## config.mk

```make
export PLATFORM = sky130hd
export DESIGN_NAME = div_8x4_seq
export DESIGN_NICKNAME = d
export VERILOG_FILES = /design/src/rtl/div_pkg.sv /design/src/rtl/div_step.sv /design/src/rtl/div_8x4_seq.sv
export SDC_FILE = /design/constraint.sdc
export NUM_CORES = 1
export LEC_CHECK = 0
export CORE_ASPECT_RATIO = 1.75
export CORE_MARGIN = 3
export CORE_UTILIZATION = 60
export DETAILED_ROUTE_END_ITERATION = 7
export DONT_BUFFER_PORTS = 1
export PLACE_DENSITY = 0.76
export RECOVER_POWER = 100
export SETUP_SLACK_MARGIN = 0.2
export SLEW_MARGIN = 20
export SYNTH_ARGS = -nofsm -noshare
export SYNTH_HDL_FRONTEND = slang
export SYNTH_SLANG_ARGS = --single-unit
```

## constraint.sdc

```tcl
create_clock -name clk -period 3.4 [get_ports clk]
set_input_delay 0.34 -clock clk [delete_from_list [all_inputs] [get_ports clk]]
set_output_delay 0.34 -clock clk [all_outputs]
set_load 0.02 [all_outputs]
```

## src/rtl/div_pkg.sv

```systemverilog
`default_nettype none
// ============================================================================
//  Module   : div_pkg
//  Purpose  : Shared constants for the sequential restoring divider:
//             state encoding, default operand widths, divide-by-zero quotient.
//  Revision : 1.0  initial release
// ============================================================================
package div_pkg;

    // Controller state encoding (one bit is enough for IDLE/RUN)
    localparam logic ST_IDLE = 1'b0;
    localparam logic ST_RUN  = 1'b1;

    // Default operand widths
    localparam int DIV_DW = 8;
    localparam int DIV_VW = 4;

    // Quotient reported on divide-by-zero at the default width (all ones)
    localparam logic [DIV_DW-1:0] DIV_DBZ_Q = '1;

endpackage : div_pkg
`default_nettype wire

```

## src/rtl/div_step.sv

```systemverilog
`default_nettype none
// ============================================================================
//  Module   : div_step
//  Purpose  : One combinational restoring-division step. Shifts the next
//             dividend bit into the partial remainder, compares against the
//             divisor and conditionally subtracts, yielding one quotient bit.
//  Revision : 1.0  initial release
// ============================================================================
module div_step #(
    parameter int VW = 4
) (
    input  logic [VW-1:0] i_r,      // partial remainder, always < divisor
    input  logic          i_q_msb,  // next dividend bit shifted in
    input  logic [VW-1:0] i_d,      // divisor
    output logic [VW-1:0] o_r,      // next partial remainder, < divisor
    output logic          o_q_bit   // quotient bit for this step
);

    logic [VW:0] w_shift;
    logic        w_ge;

    // Shift, compare in VW+1 bits, and restore (skip the subtract) when short.
    // The difference is always below the divisor, so its low VW bits are exact.
    always_comb begin
        w_shift = {i_r, i_q_msb};
        w_ge    = (w_shift >= {1'b0, i_d});
        o_q_bit = w_ge;
        o_r     = w_ge ? (w_shift[VW-1:0] - i_d) : w_shift[VW-1:0];
    end

endmodule : div_step
`default_nettype wire

```

## src/rtl/div_8x4_seq.sv

```systemverilog
`default_nettype none
// ============================================================================
//  Module   : div_8x4_seq
//  Purpose  : Sequential restoring divider, DW-bit dividend by VW-bit divisor,
//             one quotient bit per clock, start/busy/done handshake with a
//             single-cycle divide-by-zero shortcut. Requires VW <= DW.
//  Revision : 1.0  initial release
// ============================================================================
module div_8x4_seq
    import div_pkg::*;
#(
    parameter int DW = DIV_DW,
    parameter int VW = DIV_VW
) (
    input  logic          clk,
    input  logic          rst_n,
    input  logic          start,
    input  logic [DW-1:0] dividend,
    input  logic [VW-1:0] divisor,
    output logic [DW-1:0] quotient,
    output logic [VW-1:0] remainder,
    output logic          busy,
    output logic          done,
    output logic          dbz
);

    localparam int CW = $clog2(DW + 1);

    logic          r_state;
    logic [DW-1:0] r_q;      // dividend shifting out / quotient shifting in
    logic [VW-1:0] r_d;      // latched divisor
    logic [VW-1:0] r_r;      // partial remainder; its extra top bit is always
                             // zero between steps, so only VW bits are kept
    logic [CW-1:0] r_cnt;    // steps still to perform

    logic [VW-1:0] w_r_next;
    logic          w_q_bit;

    div_step #(
        .VW (VW)
    ) u_step (
        .i_r     (r_r),
        .i_q_msb (r_q[DW-1]),
        .i_d     (r_d),
        .o_r     (w_r_next),
        .o_q_bit (w_q_bit)
    );

    // Controller: accept operands in IDLE, iterate DW steps in RUN, publish results
    always_ff @(posedge clk) begin
        if (!rst_n) begin
            r_state   <= ST_IDLE;
            r_q       <= '0;
            r_d       <= '0;
            r_r       <= '0;
            r_cnt     <= '0;
            quotient  <= '0;
            remainder <= '0;
            busy      <= 1'b0;
            done      <= 1'b0;
            dbz       <= 1'b0;
        end else begin
            done <= 1'b0;
            case (r_state)
                ST_IDLE: begin
                    if (start) begin
                        if (divisor != '0) begin
                            r_q     <= dividend;
                            r_d     <= divisor;
                            r_r     <= '0;
                            r_cnt   <= CW'(DW);
                            busy    <= 1'b1;
                            dbz     <= 1'b0;
                            r_state <= ST_RUN;
                        end else begin
                            // Divide-by-zero resolves immediately without iterating
                            quotient  <= {DW{1'b1}};
                            remainder <= dividend[VW-1:0];
                            dbz       <= 1'b1;
                            done      <= 1'b1;
                        end
                    end
                end
                ST_RUN: begin
                    r_q   <= {r_q[DW-2:0], w_q_bit};
                    r_r   <= w_r_next;
                    r_cnt <= r_cnt - CW'(1);
                    if (r_cnt == CW'(1)) begin
                        quotient  <= {r_q[DW-2:0], w_q_bit};
                        remainder <= w_r_next;
                        done      <= 1'b1;
                        busy      <= 1'b0;
                        r_state   <= ST_IDLE;
                    end
                end
                default: r_state <= ST_IDLE;
            endcase
        end
    end

endmodule : div_8x4_seq
`default_nettype wire

```

======== After elaboration in Yosys (flattened, before gate mapping) ========
Cells that the tools add are included.
word-level totals
  register bits ........................... 36
  logic and storage cells ................. 55
  input port bits ......................... 15
cells by class
  multiplexer cells ....................... 30
  equality and inequality tests ........... 5
  add/subtract/negate cells ............... 2
  reduce and logical (&&, ||, !) cells .... 6
  magnitude comparators ................... 1
  bitwise gates (word level) .............. 1
operator list
  operator                                              number
  two-way mux 8 bit                                     5
  two-way mux 4 bit                                     8
  one-hot mux 8 bit (2 select lines)                    2
  one-hot mux 4 bit (2 select lines)                    3
  two-way mux 1 bit                                     9
  AND reduction 3 bit                                   3
  != test 2 bit (second input constant)                 3
  one-hot mux 1 bit (2 select lines)                    3
  >= comparator 5 x 4 -> 1 bit                          1
  equality test 4 x 1 -> 1 bit (second input constant)  1
  AND reduction 2 bit                                   2
  nonzero test 4 bit                                    1
  subtractor 4 x 1 -> 4 bit (second input constant)     1
  subtractor 4 bit                                      1
  != test 2 x 1 -> 1 bit (second input constant)        1
  NOT 1 bit                                             1

======== Logic depth before layout (Yosys ltp) ========
Gate-level depths: netlist (run 1).
  depth after elaboration ................. 4
  mapped depth ............................ 8
  depth with buffers taken out ............ 8

======== Hierarchy ========
From an unflattened synthesis (run 1), not the netlist that was laid out.
unflattened totals
  cells, all modules ...................... 187
  area, all modules ....................... 1800.5 sq um
modules (own cells, without submodules)
  module       area an instance (sq um)  cells each  instances  sequential area each (sq um)
  div_8x4_seq  1576.5                    159         1          720.7
  div_step     224.0                     28          1          0.0

======== Least setup slack after synthesis (run 1) ========
OpenSTA, ideal clock, no wires.
  path kind ............................... flip-flop to flip-flop
  from .................................... register r_d[2]
  to ...................................... register remainder[1]
  path buffers ............................ 0
  arrival time ............................ 1.823 ns
  stages on the path, launching flop included .. 8
  period minus slack after synthesis ...... 1.897 ns
  required time ........................... 3.326 ns
  setup time .............................. 0.074 ns
  setup slack ............................. 1.503 ns
  cells stage by stage .................... dfxtp_1 > inv_1 > ha_1 > or4_1 > a21o_1 > and2_4 > mux2_4 > a31oi_4
between the ends
  longest elaborated chain between the ends .. 4
ends and longest elaborated chain
  what                                line               RTL
  start: declaration                  div_8x4_seq.sv:31  logic [VW-1:0] r_d;
  start signal: assignment            div_8x4_seq.sv:69  r_d <= divisor;
  >= comparator 5 x 4 -> 1 bit        div_step.sv:26     w_ge = (w_shift >= {1'b0, i_d});
  two-way mux 4 bit                   div_step.sv:28     o_r = w_ge ? (w_shift[VW-1:0] - i_d) : w_shift[VW-1:0];
  two-way mux 4 bit                   div_8x4_seq.sv:88  if (r_cnt == CW'(1)) begin
  one-hot mux 4 bit (2 select lines)  div_8x4_seq.sv:64  case (r_state)
  end signal: assignment              div_8x4_seq.sv:78  remainder <= dividend[VW-1:0];
  end signal: assignment              div_8x4_seq.sv:90  remainder <= w_r_next;
  end: declaration                    div_8x4_seq.sv:21  output logic [VW-1:0] remainder,
Every way passes these cells. The select of a mux whose other input is x is not followed.
A chain may end at the register's enable or synchronous reset.

======== Worst setup path after layout (run 1) ========
  from .................................... register r_state
  to ...................................... register remainder[1]
between the ends
  longest elaborated chain between the ends .. 3
ends and longest elaborated chain
  what                           line               RTL
  start: declaration             div_8x4_seq.sv:29  logic r_state;
  start signal: assignment       div_8x4_seq.sv:52  r_state <= ST_IDLE;
  start signal: assignment       div_8x4_seq.sv:74  r_state <= ST_RUN;
  start signal: assignment       div_8x4_seq.sv:93  r_state <= ST_IDLE;
  NOT 1 bit (no line)            -
  != test 2 bit (no line)        -
  AND reduction 3 bit (no line)  -
Several ways; a longest one is shown, not always the timed one.

==> impl_results.md, run 1 <==
* Static leakage at 0.666 nW
* CP arrival at 2560 ps
* CTS tree: built
* Initial Utilization at 64.2%
* CORE AREA at 2550 µm²
* Worst Setup EP: remainder[1]
* CP endpoint kind: register
* Setup CP Type: reg2reg
* Wire per inst at 17.4 µm
* Reg clk slew, reported paths at 70 ps
* FMAX at 415 MHz
* Max-slew violations at 0
* Sequential element share of the synthesized area at 44.0%
* Num CTS Buffers at 5
* P&R area growth vs syn at 6.57%
* MaxCap Viol Count at 0
* Root buf cell: clkbuf_8
* Hold-fix buffer count after cts at 0
* Via/cell ratio at 6.41
* Synth warn at 0
* PwrDens at 611 nW/µm²
* Most instantiated cells after synthesis: dfxtp_1 (36), nand2_1 (27), nor2_1 (24)
* Worst reg2reg path endpoint: remainder[1]
* Die Wd at 45.5 µm
* Hold/Removal Path Class: in2reg
* Post-synth top area share at 44.0%
* Sw frac at 26.9%
* IO Pins at 30
* Height of the chip at 75.1 µm
* Worst setup SP type: register
* Distinct cells, synth at 41
* Syn Area/Cell at 8.54 µm²
* Post-CTS Setup Bufs at 0
* Cells after Synth at 192
* Buffers on Ports at 0
* Combinational share of power at 15.6%
* Top post-synthesis cells by area: dfxtp_1 (44%), nand2_1 (6.2%), nor2_1 (5.5%)
* Overall routing resource usage at 25.3%
* Syn Nets at 214
* Tcrit/Tclk final at 70.9%
* R2R cell count at 6
* DR iter-0 viols at 48
* WP data required at 3550 ps
* Count leader, synth: dfxtp_1
* Cell taking the most area after synthesis: dfxtp_1
* Global-route wire length before repair at 6.28 mm
* Die area at 3420 µm²
* RSZ-0062 raised after global routing: no
* Syn Std Cell Area at 1640 µm²
* Vias at 1,397
* Final Hold Fails at 0
* Setup Viol. Count Final at 0
* Worst skew pair latency at 290 ps
* Post-CTS sizing at 0
* Minimum clock period at 2410 ps
* Max VDD drop at 0.000428 V
* Antenna diodes at 0
* CP startpoint: r_state
* H-tree depth at 2
* DRC violations left at 0
* Antenna viol nets, final at 0
* GP Congestion at 0.954
* Vias in the first global route at 1,410
* Sequential Power Share at 45.9%
* Max transition margin at 42.5%
* Largest net degree at the start of global routing at 26
* # rows at 24
* Ys flop type: dfxtp_1
* Status: completed
* Net Sw Power at 0.287 mW
* Post-synth EDFFs at 0
* Internal at 0.780 mW
* NumNets Final at 213
* Final Util at 68.4%
* Layout cell share with drive strength beyond 1 at 6.77%
* Clk buf depth at 2
* DP Wirelength at 2.73 mm
* CTS sink cnt at 36
* Clock power share at 38.5%
* Initial antenna violation count at 0
* Reg2reg setup slack at 990 ps
* Pin slew with the least headroom to its limit at 863 ps
* Post-synth ARST share at 0%
* Peak fanout along the critical path at 16
* Detailed Route WL at 3.80 mm
* Drt first pass iters at 4
* Clk_skew at 6.05 ps
* Worst r2r src: r_state
* Final setup TNS at 0 ps
* GRT overflow at 0
* Register bit total from synthesis at 36
placed cells by master, fill, tap and decap left out, types with 2 or more instances in the layout:
master	netlist	layout
or4_1	2	2
o211ai_1	2	2
dfxtp_1	36	36
o221ai_1	2	2
nand3_1	4	4
nor2_1	24	24
a31oi_1	4	4
a21o_1	2	2
inv_1	9	9
and2_0	0	2
a211oi_1	5	5
o21ai_0	9	9
nor3_1	11	11
clkbuf_8	0	7
ha_1	6	6
nor4_1	3	3
nand2_1	27	27
mux2i_1	5	5
a21oi_1	10	11
worst min-delay path by stage:
stage | from | to | slack [ps] | cells past startpoint
2_1_floorplan | r_d[1] | r_d[1] | 440 | 2
3_3_place_gp | r_d[3] | r_d[3] | 450 | 2
3_5_place_dp | r_d[2] | r_d[2] | 450 | 2
4_1_cts | rst_n | r_cnt[2] | 170 | 1
5_1_grt | rst_n | r_cnt[2] | 170 | 1
6_report | rst_n | r_cnt[2] | 180 | 1
cell families after synthesis:
kind of cell	count (synthesis)	synth area share [%]
and+or+nand+nor	80	22.6
DFF	36	44.0
buffers and inverters	19	4.81
adders and majority gates	7	5.80
AOI/OAI and AO/OA	42	17.6
xor gates and xnor gates	1	0.534
muxes	7	4.66
worst max-delay path: stages (launching register included):
cell and delay [ps]:
dfxtp_1 330, clkbuf_1 650, nor2b_1 250, nand2_1 250, nand2_1 320, o21ai_0 440
a31oi_4 40
sequential cells by signal, summed over array words and instances (netlist names):
| name | cells |
|---|---|
| quotient | 8 |
| remainder | 4 |
| r_cnt | 4 |
| busy | 1 |
| done | 1 |
| r_d | 4 |
| r_q | 8 |
| r_state | 1 |
| dbz | 1 |
| r_r | 4 |
per-stage QoR:
stage	setup slack [ps]	instance area (µm²)	hold WS, ps	cells	power, mW
final	989	1750	177	218	1.07
after global routing	778	1750	168	218	1.12
after CTS	1280	1760	169	218	1.08
after detailed placement	1310	1640	448	210	0.671
after global placement	1370	1640	448	210	0.663
after floorplan	1500	1640	436	192	0.636
layout make-up:
cell class | instances | area (µm²)
Timing Repair Buffer | 1 | 3.75
Sequential cell | 36 | 721
Tap cell | 26 | 32.5
Clock inverter | 1 | 30.0
Inverter | 10 | 37.5
Multi-Input combinational cell | 137 | 826
Fill cell | 222 | 806
Clock buffer | 7 | 96.3
power by group through the flow:
stage          Sequential, mW  Combinational, mW  Clock [mW]
6_report                0.489              0.167       0.411
4_1_cts                 0.489              0.175       0.416
2_1_floorplan           0.489              0.147           0
3_5_place_dp            0.499              0.173           0
3_3_place_gp            0.497              0.166           0
5_1_grt                 0.493              0.189       0.436
routing by layer:
metal | part of all wire, % | global-route usage, % | vias up
met5 | 0 | 0 | -
met4 | 4.9 | 15.6 | 0
met3 | 6.5 | 6.94 | 16
met2 | 51 | 42.5 | 57
met1 | 37 | 27.1 | 650
li1 | - | - | 674
(Power assumes the default switching activity.)
==> inputs of run 2 (changes only) <==
Settings changed: CORE_UTILIZATION 60 to 55, PLACE_DENSITY 0.76 to 0.73.
Clock period 3.4 ns to 2 ns, I/O delays scaled along.
==> run 2 against run 1 <==
Routed wire length up 2.1%. Via count up 1.4%. Non-clock buffer count up 9. Critical path depth up 1. Cell count up 4.1%. Clock-buffer cell count down 1. Utilization down 4.1 points. Largest cell class unchanged. Highest routed layer unchanged.
==> impl_results.md, run 2 (same netlist as run 1, synthesis figures left out) <==
* Status: completed
* H-tree depth at 2 (unchanged)
* Peak fanout along the critical path at 4 (-12)
* Static leakage at 0.694 nW (+4.3%)
* Non-Filler Instances at 227 (+4.1%)
* Commonest non-fill, non-tap cell in the layout: dfxtp_1
* Hold-fix buffer count after cts at 0 (unchanged)
* CP startpoint: r_d[1]
* NumNets Final at 222 (+4.2%)
* Num CTS Buffers at 5 (unchanged)
* PwrDens at 913 nW/µm² (+50%)
* Antenna viol nets, final at 0 (unchanged)
* Vias at 1,417 (+1.4%)
* Max-slew violations at 0 (unchanged)
* Setup Viol. Count Final at 0 (unchanged)
* Multi-input gate area at 847 µm² (+2.6%)
* Pin slew with the least headroom to its limit at 806 ps (-57.0 ps)
* IO Pins at 30 (unchanged)
* Via/cell ratio at 6.24 (-2.6%)
* Clk buf depth at 2 (unchanged)
* Worst skew pair latency at 280 ps (about the same)
* CORE AREA at 2780 µm² (+9.1%)
* Overall routing resource usage at 24.1% (-1.2 points)
* Hold/Removal Path Class: in2reg
* Hold path start: divisor[3]
* Minimum clock period at 1910 ps (-500 ps)
* Die area at 3700 µm² (+8.1%)
* P&R area growth vs syn at 9.31%
* Worst setup SP type: register
* Filler cell count at 254 (+14%)
* Drt first pass iters at 4 (unchanged)
* Placed cell area at 1690 µm² (+3.1%)
* Detailed Route WL at 3.88 mm (+2.1%)
* Largest net degree at the start of global routing at 24 (-7.7%)
* GRT overflow at 0 (unchanged)
* Initial antenna violation count at 0 (unchanged)
* DP Wirelength at 2.75 mm (+1.0%)
* # rows at 25 (+4.2%)
* Setup CP Type: reg2reg
* MaxCap Viol Count at 0 (unchanged)
* Most frequent cells in the layout: dfxtp_1 (34), nand2_1 (27), nor2_1 (24), nor3_1 (11), a21oi_1 (11)
* WHS at 48.7 ps (-128 ps)
* Wire per inst at 17.1 µm (-1.9%)
* Antenna diodes at 0 (unchanged)
* DRC violations left at 0 (unchanged)
* CP arrival at 2120 ps (-440 ps)
* GP Congestion at 0.897 (-6.0%)
* Regs by FF count: quotient (8), r_q (8)
* Root buf cell: clkbuf_8
* Max transition margin at 46.3% (+3.8 points)
* RSZ-0062 raised after global routing: yes
* Reg clk slew, reported paths at 70 ps (about the same)
* CTS sink cnt at 36 (unchanged)
* DR iter-0 viols at 30 (-38%)
* CP endpoint kind: register
* WP data required at 2210 ps (-1340 ps)
* Global-route wire length before repair at 6.56 mm (+4.4%)
* FMAX at 523 MHz (+26%)
* Initial Utilization at 58.9% (-5.3 points)
* Buffers on Ports at 0 (unchanged)
* Reg area at 723 µm² (+0.35%)
* Die Wd at 47.3 µm (+3.9%)
* Final Hold Fails at 0 (unchanged)
* Max VDD drop at 0.000703 V (+64%)
* Height of the chip at 78.2 µm (+4.1%)
* Layout cell share with drive strength beyond 1 at 14.0% (+7.2 points)
* Worst r2r src: r_d[1]
* Final instance area at 1790 µm² (+2.6%)
* Final setup TNS at 0 ps (unchanged)
* Placed Cells at 215 (+2.4%)
* Clk_skew at 4.02 ps (-2.02 ps)
* Tcrit/Tclk final at 95.5% (+25 points)
* Vias in the first global route at 1,414 (+0.28%)
* CTS tree: built
## run 2: cell types whose count changed in the layout (fill, tap and decap cells not counted), moves of 2 or more
cell | previous run | this run
buf_4 | 0 | 7
ha_1 | 6 | 3
clkbuf_8 | 7 | 5
ha_2 | 0 | 2
dfxtp_2 | 0 | 2
dfxtp_1 | 36 | 34
## run 2: report_power, final
| group | leakage [nW] | switching, mW | internal, mW | total (mW) |
|---|---|---|---|---|
| clock | 0.0410 | 0.232 | 0.236 | 0.468 |
| sequential | 0.296 | 0.0596 | 0.771 | 0.831 |
| combinational | 0.357 | 0.179 | 0.158 | 0.337 |
| total | 0.694 | 0.470 | 1.17 | 1.64 |
## run 2: area by class of cell
class | instances | share of cell area, %
Clock buffer | 6 | 4.05
Clock inverter | 1 | 0.279
Inverter | 10 | 2.09
Multi-Input combinational cell | 137 | 47.3
Sequential cell | 36 | 40.4
Tap cell | 27 | 1.89
Timing Repair Buffer | 10 | 4.05
## run 2: worst max-delay path, cell delays in order, from the launching register on
cell	delay (ps)
dfxtp_1	350
inv_2	60
ha_4	160
or4_1	510
a21o_1	180
and2_4	150
mux2_4	310
a31oi_2	120
## run 2: path summary, 6_finish.rpt
path / endpoint / depth (start not counted) / slack [ps]
setup / recovery: remainder[1] / 7 / 90
hold / removal: r_d[3] / 2 / 50
setup reg to reg: remainder[1] / 7 / 90
hold reg to reg: r_d[3] / 2 / 450
## run 2: routing by layer
metal | GRT usage, % | vias to the layer above | wire [µm]
met5 | 0 | - | 0
met4 | 8.59 | 0 | 45
met3 | 5.73 | 6 | 245
met2 | 39.9 | 48 | 2110
met1 | 28.7 | 674 | 1490
li1 | - | 689 | -
## run 2: repair_timing
action,in CTS,in global routing
endpoints found under the setup margin,6,16
gates resized for setup,3,3
pin swaps,3,5
endpoints found under the hold margin,0,0
setup buffers,3,2
## run 2: metrics by stage
stage	power [mW]	worst slack [ps]	utilization, %
finish	1.64	89.7	64.4
global route	1.73	53.1	64.4
CTS	1.65	112	64.4
floorplan	1.09	174	-
global placement	1.15	129	60.6
detailed placement	1.16	84.1	60.6
==> inputs of run 3 (changes only) <==
Settings changed: CORE_UTILIZATION 55 to 60, PLACE_DENSITY 0.73 to 0.76.
Clock period 2 ns to 2.4 ns, I/O delays scaled along.
==> run 3 against run 2 <==
Sequential power decreased by 17%. Highest routed layer unchanged. Global-route usage decreased by 0.36 points. Power decreased by 11%. Non-clock buffer count decreased by 8. Utilization increased by 4.1 points. Die area decreased by 7.5%. Clock-buffer cell count decreased by 1. Critical endpoint unchanged. Via count decreased by 5.2%. Routed wire length decreased by 11%. First-iteration DRC count increased by 43%.
==> impl_results.md, run 3 (same netlist as run 1, synthesis figures left out) <==
* DP Wirelength at 2.56 mm (-7.2%)
* Wire per inst at 15.8 µm (-7.5%)
* GRT overflow at 0 (unchanged)
* Commonest non-fill, non-tap cell in the layout: dfxtp_1
* Tcrit/Tclk final at 87.1% (-8.4 points)
* CTS tree: built
* CORE AREA at 2550 µm² (-8.3%)
* Filler cell count at 208 (-18%)
* Reg area at 721 µm² (-0.35%)
* Detailed Route WL at 3.47 mm (-11%)
* Die Wd at 45.5 µm (-3.7%)
* Vias in the first global route at 1,351 (-4.5%)
* Setup Viol. Count Final at 0 (unchanged)
* Num CTS Buffers at 5 (unchanged)
* WHS Endpoint: r_q[2]
* CTS sink cnt at 36 (unchanged)
* NumNets Final at 214 (-3.6%)
* Most frequent cells in the layout: dfxtp_1 (36), nand2_1 (27), nor2_1 (24), nor3_1 (11), a21oi_1 (11)
* WHS Path Cells at 2 (unchanged)
* Max transition margin at 51.6% (+5.3 points)
* Slowest-stage cell, CP: or4_1
* CP endpoint kind: register
* Max VDD drop at 0.000864 V (+23%)
* Peak fanout along the critical path at 5 (+1)
* Status: completed
* Sequential Power Share at 47.6% (-3.2 points)
* Internal at 1.05 mW (-10%)
* Antenna viol nets, final at 0 (unchanged)
* CP startpoint: r_d[2]
* Clock power share at 36.2% (+7.6 points)
* MaxCap Viol Count at 0 (unchanged)
* Final setup TNS at 0 ps (unchanged)
* Regs by FF count: quotient (8), r_q (8)
* Largest net degree at the start of global routing at 26 (+8.3%)
* Dpl ws at 415 ps (+331 ps)
* Post-CTS sizing at 0 (-3)
* Delay-heaviest family, CP: simple AND/OR/NAND/NOR gates
* Via/cell ratio at 6.14 (-1.7%)
* Initial antenna violation count at 0 (unchanged)
* Layout cell share with drive strength beyond 1 at 7.77% (-6.2 points)
* CP cell instances: inv_1, ha_1, or4_1, a21o_1, and2_0, mux2_4, a31oi_4
* Combinational share of power at 16.2% (-4.4 points)
* Buffers on Ports at 0 (unchanged)
* Height of the chip at 75.1 µm (-3.9%)
* PwrDens at 832 nW/µm² (-8.9%)
* GP Congestion at 0.881 (-1.8%)
* Max-slew violations at 0 (unchanged)
* Worst reg2reg path endpoint: remainder[1]
* WHS at 76.6 ps (+28.0 ps)
* Die area at 3420 µm² (-7.5%)
* Multi-input gate area at 833 µm² (-1.6%)
* Post-CTS Setup Bufs at 0 (-3)
* Net Sw Power at 0.405 mW (-14%)
* Sw frac at 27.9% (-0.87 points)
* Setup CP Type: reg2reg
* Antenna diodes at 0 (unchanged)
* Largest stage delay, worst path at 520 ps (about the same)
* Global-route wire length before repair at 5.97 mm (-9.0%)
* Hold/Removal Path Class: in2reg
* Clk_skew at 6.66 ps (+2.64 ps)
* Hold-fix buffer count after cts at 0 (unchanged)
* Final Hold Fails at 0 (unchanged)
* Static leakage at 0.669 nW (-3.7%)
* IO Pins at 30 (unchanged)
* Minimum clock period at 2090 ps (+180 ps)
* Clk buf depth at 2 (unchanged)
* Reg clk slew, reported paths at 80 ps (about the same)
* Hold path start: rst_n
* Post-layout worst setup margin at 309 ps (+220 ps)
* H-tree depth at 2 (unchanged)
* Worst r2r src: r_d[2]
* Initial Utilization at 64.2% (+5.3 points)
* FMAX at 478 MHz (-8.6%)
* Pin slew with the least headroom to its limit at 721 ps (-84.2 ps)
* Overall routing resource usage at 23.7% (-0.36 points)
* DR iter-0 viols at 43 (+43%)
* Root buf cell: clkbuf_8
* RSZ-0062 raised after global routing: no
* Worst setup SP type: register
* DRC violations left at 0 (unchanged)
* # rows at 24 (-4.0%)
* Reg2reg setup slack at 310 ps (+220 ps)
* CP arrival at 2310 ps (+190 ps)
* Worst path bufs/invs at 1 (unchanged)
* WP data required at 2620 ps (+410 ps)
* Worst skew pair latency at 290 ps (about the same)
* Drt first pass iters at 4 (unchanged)
* R2R cell count at 7 (unchanged)
* P&R area growth vs syn at 6.57%
* Vias at 1,344 (-5.2%)
==> run 3: cell type report <==
type | instances | share of cell area (%)
flip-flops and latches | 36 | 41.3
repair buffers | 2 | 0.645
multi-input cells | 137 | 47.7
inverters | 10 | 2.15
well taps | 26 | 1.86
clock buffers | 5 | 3.94
clock inverters | 3 | 2.44
==> run 3: worst reg2reg max path, cell delays in order (launching register included) <==
cell     delay, ps
dfxtp_1        330
inv_1           50
ha_1           220
or4_1          520
a21o_1         190
and2_0         230
mux2_4         360
a31oi_4        140
==> run 3: through the flow <==
step,area (µm²),instances,power [mW],util (%)
CTS,1760,219,1.47,68.8
detailed placement,1650,211,0.950,64.5
global placement,1650,211,0.939,64.5
global route,1750,219,1.53,68.4
finish,1750,219,1.45,68.4
floorplan,1640,192,0.901,-
==> run 3: power by group through the flow <==
| stage | registers [mW] | logic (mW) | clock network (mW) |
|---|---|---|---|
| 6_report | 0.692 | 0.236 | 0.525 |
| 5_1_grt | 0.698 | 0.268 | 0.563 |
| 4_1_cts | 0.691 | 0.246 | 0.531 |
| 3_5_place_dp | 0.705 | 0.245 | 0 |
| 3_3_place_gp | 0.703 | 0.235 | 0 |
| 2_1_floorplan | 0.693 | 0.208 | 0 |
==> run 3: worst max path at each step <==
| stage | cells after the start | slack [ps] | end |
|---|---|---|---|
| after floorplan | 7 | 500 | remainder[1] |
| after global placement | 7 | 470 | remainder[1] |
| after detailed placement | 7 | 420 | remainder[1] |
| after CTS | 7 | 400 | remainder[1] |
| after global routing | 7 | 190 | remainder[2] |
| final | 7 | 310 | remainder[1] |
==> run 3: metal layers <==
metal	GRT usage, %	up-vias	share of wire, %
li1	-	677	-
met1	26.7	623	41
met2	39.0	40	52
met3	6.94	4	5.9
met4	12.7	0	1.3
met5	0	-	0
